--- src/rtl/operand_fetch.sv ---
// operand_fetch: ID->EX operand stage. Reads the register file, bypasses
// EX/WB results, detects load-use hazards and registers the EX bundle.
// Ports: clk, rst (sync, active-high); id_* decoded instruction in;
//   rf_adr1/2 out, rf_data1/2 in; alu_result, wb_we/wb_rd/wb_data bypass;
//   flush in, stall out; of_* registered EX bundle, stall_count (sat. 8b).
module operand_fetch (
  input  logic       clk,
  input  logic       rst,
  input  logic       id_valid,
  input  logic [3:0] id_op,
  input  logic [3:0] id_rs1,
  input  logic [3:0] id_rs2,
  input  logic [3:0] id_rd,
  input  logic [7:0] id_imm,
  input  logic       id_use_imm,
  input  logic       id_reg_write,
  input  logic       id_is_load,
  output logic [3:0] rf_adr1,
  output logic [3:0] rf_adr2,
  input  logic [7:0] rf_data1,
  input  logic [7:0] rf_data2,
  input  logic [7:0] alu_result,
  input  logic       wb_we,
  input  logic [3:0] wb_rd,
  input  logic [7:0] wb_data,
  input  logic       flush,
  output logic       stall,
  output logic       of_valid,
  output logic [3:0] of_op,
  output logic [7:0] of_a,
  output logic [7:0] of_b,
  output logic [3:0] of_rd,
  output logic       of_reg_write,
  output logic       of_is_load,
  output logic [7:0] stall_count
);

  logic       valid_q, valid_d;
  logic [3:0] op_q, op_d;
  logic [7:0] a_q, a_d;
  logic [7:0] b_q, b_d;
  logic [3:0] rd_q, rd_d;
  logic       rw_q, rw_d;
  logic       ld_q, ld_d;
  logic [7:0] cnt_q, cnt_d;

  logic       ex_fwd;
  logic       a_ex, a_wb;
  logic       b_ex, b_wb;
  logic [7:0] opa, opb;
  logic       hit1, hit2;

  assign rf_adr1 = id_rs1;
  assign rf_adr2 = id_rs2;

  // Loads have no result in EX yet; they are covered by the stall.
  assign ex_fwd = valid_q & rw_q & ~ld_q;

  assign a_ex = ex_fwd & (rd_q == id_rs1);
  assign a_wb = wb_we & (wb_rd == id_rs1);
  assign b_ex = ex_fwd & (rd_q == id_rs2);
  assign b_wb = wb_we & (wb_rd == id_rs2);

  always_comb begin
    opa = rf_data1;
    if (id_rs1 == 4'd0) opa = 8'h00;
    else if (a_ex)      opa = alu_result;
    else if (a_wb)      opa = wb_data;
  end

  always_comb begin
    opb = rf_data2;
    if (id_use_imm)          opb = id_imm;
    else if (id_rs2 == 4'd0) opb = 8'h00;
    else if (b_ex)           opb = alu_result;
    else if (b_wb)           opb = wb_data;
  end

  assign hit1 = (rd_q == id_rs1);
  assign hit2 = (rd_q == id_rs2) & ~id_use_imm;

  assign stall = ~rst & id_valid & ~flush
               & valid_q & ld_q & rw_q
               & (rd_q != 4'd0)
               & (hit1 | hit2);

  always_comb begin
    valid_d = id_valid;
    op_d    = id_op;
    a_d     = opa;
    b_d     = opb;
    rd_d    = id_rd;
    rw_d    = id_reg_write & id_valid;
    ld_d    = id_is_load & id_valid;
    cnt_d   = cnt_q;
    if (flush | stall) begin
      // Bubble: kill control bits, keep the datapath fields.
      valid_d = 1'b0;
      op_d    = op_q;
      a_d     = a_q;
      b_d     = b_q;
      rd_d    = rd_q;
      rw_d    = 1'b0;
      ld_d    = 1'b0;
    end
    if (stall && cnt_q != 8'hFF) cnt_d = cnt_q + 8'd1;
  end

  always_ff @(posedge clk) begin
    if (rst) begin
      valid_q <= 1'b0;
      op_q    <= '0;
      a_q     <= '0;
      b_q     <= '0;
      rd_q    <= '0;
      rw_q    <= 1'b0;
      ld_q    <= 1'b0;
      cnt_q   <= '0;
    end else begin
      valid_q <= valid_d;
      op_q    <= op_d;
      a_q     <= a_d;
      b_q     <= b_d;
      rd_q    <= rd_d;
      rw_q    <= rw_d;
      ld_q    <= ld_d;
      cnt_q   <= cnt_d;
    end
  end

  assign of_valid     = valid_q;
  assign of_op        = op_q;
  assign of_a         = a_q;
  assign of_b         = b_q;
  assign of_rd        = rd_q;
  assign of_reg_write = rw_q;
  assign of_is_load   = ld_q;
  assign stall_count  = cnt_q;

endmodule

--- config.mk ---
export PLATFORM = sky130hd
export DESIGN_NAME = operand_fetch
export DESIGN_NICKNAME = d
export VERILOG_FILES = /design/src/rtl/operand_fetch.sv
export SDC_FILE = /design/constraint.sdc
export NUM_CORES = 1
export LEC_CHECK = 0
export CAP_MARGIN = 20
export CORE_UTILIZATION = 40
export CTS_CLUSTER_SIZE = 30
export DETAILED_ROUTE_END_ITERATION = 10
export PLACE_DENSITY = 0.81
export SLEW_MARGIN = 20
export SYNTH_ARGS = -nofsm -noshare
export SYNTH_HDL_FRONTEND = slang
export SYNTH_SLANG_ARGS = --single-unit
export TNS_END_PERCENT = 50
--- constraint.sdc ---
create_clock -name clk -period 5.77 [get_ports clk]
set_input_delay 1.154 -clock clk [delete_from_list [all_inputs] [get_ports clk]]
set_output_delay 1.154 -clock clk [all_outputs]
set_load 0.1 [all_outputs]
==> key figures <==
Cells and area
  – Final core area utilization: 0.6502
  – Antenna cells: 0
  – Layout overhead on the synthesized area: 56.95%
  – Layout fillers: 456
  – Multi-input logic area: around 1300 sq um
  – Nets@finish: 420
  – Total area of sequential cells: 700.7 sq um
  – Post-Layout Cell Count: 422
  – Design area: 3321 sq um
  – Fraction of layout cells with a size suffix above 1: 0.07670

Synth
  – Synth warn: 0
  – Ys flop type: dfxtp_1
  – Post-synth EDFFs: 0
  – Syn_area_per_cell: 8.396 sq um
  – Yosys top cell area share: 0.3312
  – Post-synth top area cell: dfxtp_1
  – #FFs+latches synth: 35
  – Synth area leaders: dfxtp_1 33%, nand3_1 7.6%, xnor2_1 5.0%, o21ai_0 4.3%, a311o_1 3.8%
  – Post-synthesis sequential area ratio: 0.3312
  – Post-synth ARST share: 0
  – Syn Nets: approximately 320
  – Post-synth top cells: 35 x dfxtp_1, 32 x nand3_1, 20 x nor2_1, 18 x o21ai_0, 15 x nand2_1
  – Most frequent cell after synthesis: dfxtp_1
  – Cell count after synthesis: between 200 and 300
  – Post-Synthesis Cell Area: 2116 sq um
  – Library cells used by synthesis: 40

Placed design
  – RD Place Congestion: 0.8398
  – Post-DP Area: 3224 sq um
  – Worst slack, placed: approximately 1.5 ns
  – PortBufs: 111
  – Detail Placement HPWL: 5.205 mm
  – # placed instances: 413

Power and ir drop
  – P per Cell Area: 210.0 nW/um^2
  – Pleak: 1.132 nW
  – IR drop worst, VDD: 0.0001233 V

CTS
  – CTS tree: yes
  – Clock root buffer: clkbuf_8
  – H-tree depth: 2
  – Num CTS Buffers: 5
  – Worst-case clock buffer depth: 2
  – Post-CTS Hold Fix Bufs: 0
  – CTS resizes: 0
  – Clk sinks: 35
  – Clk slew on worst S/H paths: ~0.070 ns
  – Post-CTS Repair Setup Buffers: 0
  – Worst skew pair latency: a little under 0.3 ns

GRT
  – Vias in the first global route: 2166
  – Global-route wire length before repair: 10.16 mm
  – GRT Overall Usage: 0.2426
  – GRT Residual Overflow: 0
  – Largest net degree at the start of global routing: 28
  – Initial antenna violation count: 0

Timing
  – Period utilization: 0.7414
  – Final setup violation count: 0
  – Endpoints failing hold: 0
  – Top achievable clock speed: 233.8 MHz
  – Max Transition Viols Final: 0
  – Final period demand of the worst path: 4.278 ns
  – Worst Skew: 0.01178 ns
  – Unrepaired setup endpoints after global routing: no
  – Rel. slew slack: 0.3306
  – Worst-margin pin slew: 1.001 ns
  – Worst setup margin: 1.492 ns
  – Setup TNS: 0 ns

Critical path
  – CP Capture Type: output port
  – Crit Path Max Fanout: 16
  – Setup crit end: stall
  – Worst Setup SP: id_rs1[1]
  – RR Startpoint: of_rd[1]
  – Crit path required time: around 4.6 ns
  – Critical Path AT: between 3 and 4 ns
  – Critical Path Source Type: input pin
  – Reg2Reg Depth: 6
  – Reg2Reg Capture Point: of_a[6]
  – Crit Path Class: input pin to output port
  – R2r setup slk: 3.09 ns

Floorplanning
  – Die width: 74.73 um
  – Die area: ~5600 sq um
  – Starting Density: 0.4143
  – Top Ports: 112
  – Core Rows: 26
  – Die height: 74.73 um
  – Core box area: 5107 sq um

Route
  – Vias per cell: 5.623
  – Iter 0 DRT Violations: 118
  – DRT antenna net count: 0
  – Detailed-route via count: 2373
  – DRT Wirelength: a little under 7 mm
  – WL per Instance: about 16 um
  – DRC viols: 0
  – Drt pass-1 iters: 4

Status
  – Status: finished, final reports clean

Min path
  – Hold Crit Class: flop to flop

Job
  – Max_cap viols: 0
[how the worst min path moves through the flow]
stage                         end  depth (start not counted)    start
after detailed placement  of_a[3]                          1  of_a[3]
after floorplan           of_b[0]                          2  of_b[0]
after CTS                 of_a[3]                          1  of_a[3]
after global routing      of_a[0]                          1  of_a[0]
after global placement    of_a[5]                          1  of_a[5]
final                     of_a[3]                          1  of_a[3]
[layout make-up]
| cell class | count | share of cell area |
|---|---|---|
| repair buffers | 114 | 0.3455 |
| well taps | 70 | 0.02638 |
| clock buffers | 6 | 0.02185 |
| clock inverters | 2 | 0.003768 |
| inverters | 4 | 0.004521 |
| flip-flops and latches | 35 | 0.2110 |
| multi-input cells | 191 | 0.3870 |
[registers in the layout (all words and copies together) (netlist names)]
name,cells
of_valid,1
of_reg_write,1
of_is_load,1
of_rd,4
of_b,8
of_a,8
stall_count,8
of_op,4
[layer usage]
metal | up-vias | track usage | share of wire
met2 | 97 | 0.4294 | 0.49
met5 | - | 0 | 0
met3 | 10 | 0.06426 | 0.073
met4 | 0 | 0.07338 | 0.015
li1 | 1137 | - | -
met1 | 1129 | 0.2867 | 0.42
[through the flow]
stage | hold slack (ns) | total power, mW
after global placement | 0.4481 | 0.5214
after CTS | 0.4722 | 0.7033
after global routing | 0.4954 | 0.7243
final | 0.4679 | 0.6972
after floorplan | 0.9272 | 0.4342
after detailed placement | 0.4552 | 0.5237
[logic make-up (layout without fill, tap and decap cells)]
family | after synthesis | in the layout | synth area share
AOI/OAI and AO/OA | 59 | 59 | 0.2117
xor gates and xnor gates | 16 | 16 | 0.06623
DFF | 35 | 35 | 0.3312
buffers and inverters | 26 | 126 | 0.06682
and+or+nand+nor | 107 | 107 | 0.2803
adders and majority gates | 1 | 1 | 0.005913
muxes | 8 | 8 | 0.03785
[critical path, cell delays in order]
cell and delay, ns:
clkdlybuf4s50_1 0.48, xor2_1 0.18, nor4_2 0.56, a22oi_2 0.35, inv_2 0.21, buf_12 0.19
[cell usage in the layout, fill, tap and decap left out, types with 7 or more instances in the layout]
cell	n
clkdlybuf4s50_1	110
dfxtp_1	35
nand3_1	32
nor2_1	20
o21ai_0	18
nand2_1	15
xnor2_1	12
mux2i_1	8
a32o_1	8
nor3_1	8
a311o_1	8
a311oi_1	8
a21oi_1	7
or2_2	7
[power breakdown]
group | internal [mW] | total, mW | switching (mW)
registers | 0.253 | 0.261 | 0.00811
logic | 0.0915 | 0.258 | 0.166
clock network | 0.0844 | 0.178 | 0.0936
total | 0.429 | 0.697 | 0.268
Power figures use the tool's default switching activity.
